--- config.mk ---
export PLATFORM = sky130hd
export DESIGN_NAME = ram_bist_controller
export DESIGN_NICKNAME = d
export VERILOG_FILES = /design/src/rtl/ram_bist_controller_pkg.sv /design/src/rtl/bist_pattern_gen.sv /design/src/rtl/ram_bist_controller.sv
export SDC_FILE = /design/constraint.sdc
export NUM_CORES = 1
export LEC_CHECK = 0
export BUFFER_PORTS_ARGS = -buffer_cell sky130_fd_sc_hd__buf_2
export CORE_UTILIZATION = 35
export DETAILED_ROUTE_END_ITERATION = 8
export HOLD_SLACK_MARGIN = 0.03
export SLEW_MARGIN = 20
export SYNTH_ARGS = -nofsm -noshare
export SYNTH_HDL_FRONTEND = slang
export SYNTH_SLANG_ARGS = --single-unit
--- constraint.sdc ---
create_clock -name clock -period 3.2 [get_ports clock]
set_clock_uncertainty 0.05 [all_clocks]
set_input_delay 0.32 -clock clock [delete_from_list [all_inputs] [get_ports clock]]
set_output_delay 0.32 -clock clock [all_outputs]
set_load 0.005 [all_outputs]
--- src/rtl/ram_bist_controller_pkg.sv ---
// Shared definitions for the RAM BIST controller: FSM states, default seed
// and the address-to-pattern rule used for both writing and checking.
package ram_bist_controller_pkg;

   typedef enum logic [2:0] {
      ST_IDLE  = 3'd0,
      ST_WRITE = 3'd1,
      ST_READ  = 3'd2,
      ST_CHECK = 3'd3,
      ST_DONE  = 3'd4
   } bist_state_e;

   localparam logic [7:0] DEFAULT_SEED = 8'hA5;

   // Wide enough for any practical address/data width; callers truncate.
   localparam int PAT_W = 64;

   function automatic logic [PAT_W-1:0] bist_pattern(input logic [PAT_W-1:0] addr,
                                                     input logic [PAT_W-1:0] seed);
      return addr ^ seed;
   endfunction

endpackage

--- src/rtl/bist_pattern_gen.sv ---
// Combinational address-to-pattern generator: pattern(a) = a[DATA_WIDTH-1:0] ^ SEED.
// Kept standalone so a RAM preload block can reuse the same rule.
module bist_pattern_gen
   import ram_bist_controller_pkg::*;
#(
   parameter int                    ADDR_WIDTH = 8,
   parameter int                    DATA_WIDTH = 8,
   parameter logic [DATA_WIDTH-1:0] SEED       = DATA_WIDTH'(DEFAULT_SEED)
) (
   input  logic [ADDR_WIDTH-1:0] addr_i,
   output logic [DATA_WIDTH-1:0] pattern_o
);

   assign pattern_o = DATA_WIDTH'(bist_pattern(PAT_W'(addr_i), PAT_W'(SEED)));

endmodule

--- src/rtl/ram_bist_controller.sv ---
// March-free write-then-verify BIST for a single-port RAM: writes pattern(a) to
// every location, reads each back after READ_LATENCY+1 cycles and tallies mismatches.
module ram_bist_controller
   import ram_bist_controller_pkg::*;
#(
   parameter int                    DATA_WIDTH   = 8,
   parameter int                    ADDR_WIDTH   = 8,
   parameter int                    DEPTH        = 32,
   parameter int                    READ_LATENCY = 1,
   parameter logic [DATA_WIDTH-1:0] SEED         = DATA_WIDTH'(DEFAULT_SEED),
   localparam int                   ERR_W        = $clog2(DEPTH + 1)
) (
   input  logic                  clock,
   input  logic                  resetN,
   input  logic                  start,
   output logic [ADDR_WIDTH-1:0] ramAddress,
   output logic                  ramWE,
   output logic [DATA_WIDTH-1:0] ramDataIn,
   input  logic [DATA_WIDTH-1:0] ramDataOut,
   output logic                  busy,
   output logic                  done,
   output logic                  pass,
   output logic [ERR_W-1:0]      errorCount,
   output logic [ADDR_WIDTH-1:0] firstFailAddr
);

   localparam int                    WAIT_W    = (READ_LATENCY > 0) ? $clog2(READ_LATENCY + 1) : 1;
   localparam logic [WAIT_W-1:0]     LAST_WAIT = WAIT_W'(READ_LATENCY);
   localparam logic [ADDR_WIDTH-1:0] LAST_ADDR = ADDR_WIDTH'(DEPTH - 1);
   localparam logic [ERR_W-1:0]      ERR_MAX   = ERR_W'(DEPTH);

   bist_state_e           state_q, state_d;
   logic [ADDR_WIDTH-1:0] addr_q,  addr_d;
   logic [WAIT_W-1:0]     wait_q,  wait_d;
   logic                  we_q,    we_d;
   logic [DATA_WIDTH-1:0] din_q,   din_d;
   logic                  busy_q,  busy_d;
   logic                  done_q,  done_d;
   logic                  pass_q,  pass_d;
   logic [ERR_W-1:0]      err_q,   err_d;
   logic [ADDR_WIDTH-1:0] ffa_q,   ffa_d;

   logic [ADDR_WIDTH-1:0] addr_inc;
   logic [ADDR_WIDTH-1:0] wr_addr_nxt;
   logic [DATA_WIDTH-1:0] wr_pattern;
   logic [DATA_WIDTH-1:0] chk_pattern;
   logic                  mismatch;

   function automatic logic [ERR_W-1:0] sat_inc(input logic [ERR_W-1:0] cnt);
      return (cnt == ERR_MAX) ? cnt : cnt + ERR_W'(1);
   endfunction

   // Write data is registered, so the pattern is generated for the address of the next cycle.
   assign addr_inc    = addr_q + ADDR_WIDTH'(1);
   assign wr_addr_nxt = (state_q == ST_WRITE) ? addr_inc : '0;

   bist_pattern_gen #(
      .ADDR_WIDTH (ADDR_WIDTH),
      .DATA_WIDTH (DATA_WIDTH),
      .SEED       (SEED)
   ) u_wr_pattern (
      .addr_i    (wr_addr_nxt),
      .pattern_o (wr_pattern)
   );

   bist_pattern_gen #(
      .ADDR_WIDTH (ADDR_WIDTH),
      .DATA_WIDTH (DATA_WIDTH),
      .SEED       (SEED)
   ) u_chk_pattern (
      .addr_i    (addr_q),
      .pattern_o (chk_pattern)
   );

   assign mismatch = (ramDataOut != chk_pattern);

   always_ff @(posedge clock) begin
      if (!resetN) begin
         state_q <= ST_IDLE;
         addr_q  <= '0;
         wait_q  <= '0;
         we_q    <= 1'b0;
         din_q   <= '0;
         busy_q  <= 1'b0;
         done_q  <= 1'b0;
         pass_q  <= 1'b0;
         err_q   <= '0;
         ffa_q   <= '0;
      end else begin
         state_q <= state_d;
         addr_q  <= addr_d;
         wait_q  <= wait_d;
         we_q    <= we_d;
         din_q   <= din_d;
         busy_q  <= busy_d;
         done_q  <= done_d;
         pass_q  <= pass_d;
         err_q   <= err_d;
         ffa_q   <= ffa_d;
      end
   end

   always_comb begin
      state_d = state_q;
      addr_d  = addr_q;
      wait_d  = wait_q;
      we_d    = 1'b0;
      din_d   = '0;
      busy_d  = busy_q;
      done_d  = done_q;
      pass_d  = pass_q;
      err_d   = err_q;
      ffa_d   = ffa_q;

      case (state_q)
         ST_IDLE, ST_DONE: begin
            if (start) begin
               state_d = ST_WRITE;
               addr_d  = '0;
               wait_d  = '0;
               we_d    = 1'b1;
               din_d   = wr_pattern;
               busy_d  = 1'b1;
               done_d  = 1'b0;
               pass_d  = 1'b0;
               err_d   = '0;
               ffa_d   = '0;
            end
         end

         ST_WRITE: begin
            if (addr_q == LAST_ADDR) begin
               state_d = ST_READ;
               addr_d  = '0;
               wait_d  = '0;
            end else begin
               addr_d = addr_inc;
               we_d   = 1'b1;
               din_d  = wr_pattern;
            end
         end

         // The check happens on the same edge that samples the last wait cycle.
         ST_READ: begin
            if (wait_q == LAST_WAIT) begin
               wait_d = '0;
               if (mismatch) begin
                  err_d = sat_inc(err_q);
                  if (err_q == '0) begin
                     ffa_d = addr_q;
                  end
               end
               if (addr_q == LAST_ADDR) begin
                  state_d = ST_DONE;
                  busy_d  = 1'b0;
                  done_d  = 1'b1;
                  pass_d  = (err_d == '0);
               end else begin
                  addr_d = addr_inc;
               end
            end else begin
               wait_d = wait_q + WAIT_W'(1);
            end
         end

         default: begin
            state_d = ST_IDLE;
            busy_d  = 1'b0;
         end
      endcase
   end

   assign ramAddress    = addr_q;
   assign ramWE         = we_q;
   assign ramDataIn     = din_q;
   assign busy          = busy_q;
   assign done          = done_q;
   assign pass          = pass_q;
   assign errorCount    = err_q;
   assign firstFailAddr = ffa_q;

endmodule

==> key figures <==
Critical path
  • Critical path required time: about 3.3 ns
  • Category of cells accounting for the largest share of critical-path delay: simple AND/OR/NAND/NOR gates
  • Cells along the critical path: ha_1 -> nand4_1 -> nor2_2 -> nor3_1 -> o21ai_1 -> a21oi_1
  • Critical Path Source Type: flip-flop
  • WP data arrival: ~2.5 ns
  • Cell type of the slowest stage on the worst timing path: nor2_2
  • Count of buffering cells on the critical path with inverters included: 0
  • Highest net fanout along the worst path: 16
  • Critical path type: reg2reg
  • Critical Path End Type: flip-flop
  • Delay of the slowest cell on the worst path: 0.57 ns

Timing
  • FMAX: just over 0.4 GHz
  • Final worst path period need: about 2.4 ns
  • Number of slew-limit violations in the final report: 0
  • Sum of negative setup slack: 0 ns
  • Final setup violation count: 0
  • Fraction of the cycle the final worst path needs: about three quarters
  • Transition time at the pin with the least slew margin: 0.5990 ns
  • Hold Fails Final Rpt: 0
  • Worst max-slew margin expressed relative to the limit: between 60 and 70%
  • Unrepaired setup endpoints after global routing: false

Synth
  • Flop and latch count out of synthesis: 38
  • Cells after Synth: ~260
  • Per-instance average area after synthesis: ~8.4 um^2
  • Number of enable flip-flop cells after synthesis: 0
  • Async set-or-reset flop fraction in the synthesized netlist: 0%
  • YS warnings: 0
  • Leading post-synthesis cells by instance count: 38 x dfxtp_1, 31 x nand2_1, 19 x a21oi_1
  • Area contributors post-synth: dfxtp_1 35%, nand2_1 5.4%, a21oi_1 4.4%
  • Flip-flop cell with the highest count after synthesis: dfxtp_1
  • Netlist cell types: 57
  • Fraction of synthesized cell area taken by the top area cell type: a little over a third
  • Dominant cell by count in the synthesized netlist: dfxtp_1
  • Post-synthesis cell type with the largest combined area: dfxtp_1
  • Syn Nets: between 200 and 300
  • Sequential fraction of the synthesis area: 35.25%
  • Post-Syn Area: ~2200 um^2

Power and ir drop
  • Cell leakage power: 1.021 nW
  • Pwr per Cell Area: about 390 nW/um^2
  • Maximum vdd ir drop: slightly above 200 uV

Layout
  • Final Core Density: between 40% and 50%
  • Final std cell area, no fill: around 2500 um^2
  • Layout Area Growth over Synthesis: 14.90%
  • NumNets Final: 309
  • Layout Cells excl Fill: about 370
  • Ant diodes: 0
  • Proportion of layout cells with a drive suffix above 1: between 20 and 25%

Routing
  • Average detailed-routed wire length per instance: ~15 um
  • Drt via density: between 5 and 6
  • Violation count after the first detailed-route iteration: between 100 and 150
  • Total wirelength of the detailed-routed design: 5577 um
  • Number of iterations in the first detailed-routing pass: 4
  • Vias post-DR: around 2000
  • Drc violations: 0
  • Remaining number of nets flagged by the antenna check after routing: 0

Placement
  • Final HPWL from detailed placement: 3993 um
  • Number of input and output port buffers inserted: 44
  • Post-place instance area: 2381 um^2
  • RD Place Congestion: around 0.86
  • Number of placed cells counting well taps: between 300 and 400

Floorplan
  • Die Width: between 80 and 90 um
  • Std-Cell Core Area: between 5000 and 6000 um^2
  • Effective utilization at floorplan: between 30% and 40%
  • I/O pin total: 45
  • Die Footprint: 6484 um^2
  • Row Count: 28
  • Overall die height: between 80 and 90 um

Global routing
  • GR met2 Demand/Resource: 31.61%
  • First-pass GRT wire length: slightly above 9000 um
  • Met1 routing resource usage after global routing: a little under a quarter
  • Aggregate global routing overflow: 0
  • Number of antenna violations at the first check in global routing: 0
  • Global Route Usage Sum: roughly a fifth
  • Gr busiest metal: met2
  • Met3 track demand over resource: around 3.6%
  • Via count of the first global-routing pass: ~1900
  • Pin count of the biggest net entering global routing: 17

Clocking
  • Number of setup buffers added after CTS: 0
  • Number of hold buffers added after cts: 0
  • Latest clock arrival within the worst-skew pair: about 0.3 ns
  • Number of gates resized after cts: 0
  • Number of buffers between clock root and the deepest sink: 2
  • Number of clock sinks: 38
  • Clk pin slew, worst setup/hold paths: 0.08 ns
  • Clock tree from TritonCTS: done
  • H-tree depth: 2
  • Cts bufs inserted: 5
  • CTS root buffer: clkbuf_8

Hold path
  • Path class of the lowest-slack min-delay path: in2reg

Flow run
  • Max-cap violation count: 0

Run status
  • Outcome: complete, no violations
## worst register-to-register path: stages (launching register included)
cell	delay [ns]
dfxtp_1	0.50
ha_1	0.31
nand4_1	0.25
nor2_2	0.57
nor3_1	0.12
o21ai_1	0.39
a21oi_1	0.10
## final cells by class
class                           instances  area, um^2
Fill cell                             616        3441
Multi-Input combinational cell        191        1235
Sequential cell                        38       760.7
Timing Repair Buffer                   48       250.2
Tap cell                               75       93.84
Clock buffer                            6       82.58
Inverter                               11       41.29
Clock inverter                          2       16.27
## placed cells by master, fill, tap and decap left out, types with 3 or more instances in the layout
| cell | count |
|---|---|
| buf_2 | 44 |
| dfxtp_1 | 38 |
| nand2_1 | 31 |
| a21oi_1 | 19 |
| nor2_1 | 13 |
| nor3_1 | 11 |
| inv_1 | 10 |
| xor2_1 | 9 |
| o21ai_0 | 9 |
| xnor2_1 | 8 |
| mux2i_1 | 8 |
| clkbuf_8 | 6 |
| nor3b_1 | 5 |
| nand3_1 | 5 |
| a311oi_1 | 5 |
| o21ai_1 | 5 |
| nand4_1 | 4 |
| a31oi_1 | 4 |
| buf_4 | 4 |
| or3_1 | 3 |
| nand3b_1 | 3 |
| a2111oi_0 | 3 |
| nor4_1 | 3 |
| ha_1 | 3 |
## metrics by stage
step / power [W] / setup slack [ns] / hold slack [ns]
6_report: 0.0009579 / 0.7861 / 0.3620
3_5_place_dp: 0.0006089 / 0.8098 / 0.3970
4_1_cts: 0.0009671 / 0.7789 / 0.3516
3_3_place_gp: 0.0006083 / 0.9807 / 0.3955
2_1_floorplan: 0.0005758 / 1.398 / 0.4011
5_1_grt: 0.001006 / 0.5186 / 0.3566
## worst paths after layout
check                                                    from                             to  slack, ns  cells past startpoint
worst min-delay path                                   resetN     ramAddress[6]$_SDFFE_PN0P_       0.36                      2
worst max register to register     ramAddress[0]$_SDFFE_PN0P_        ramDataIn[2]$_SDFF_PN0_       0.79                      6
worst max-delay path               ramAddress[0]$_SDFFE_PN0P_        ramDataIn[2]$_SDFF_PN0_       0.79                      6
worst min register to register  firstFailAddr[2]$_SDFFE_PN0P_  firstFailAddr[2]$_SDFFE_PN0P_       0.41                      2
## registers in the layout (all words and copies together) (netlist names)
register and flops:
state_q 3, firstFailAddr 8, ramWE 1, errorCount 6
wait_q 1, ramAddress 8, done 1, ramDataIn 8
pass 1, busy 1
## where the power goes
group	internal, W	switching, W
Sequential	0.000484	0.0000129
Clock	0.000177	0.000182
Combinational	0.0000433	0.0000590
Total	0.000704	0.000254
## cell families after synthesis
logic type                 synth area share, %
and+or+nand+nor                          24.46
buffers and inverters                    7.536
xor gates and xnor gates                 6.899
DFF                                      35.25
muxes                                    3.710
AOI/OAI and AO/OA                        20.41
adders and majority gates                1.739
## per-layer routing
metal / vias to the layer above / part of all wire (%)
met5: - / 0
met3: 7 / 5.0
met1: 941 / 46
li1: 999 / -
met4: 0 / 0.84
met2: 59 / 48
Power figures use the tool's default switching activity.
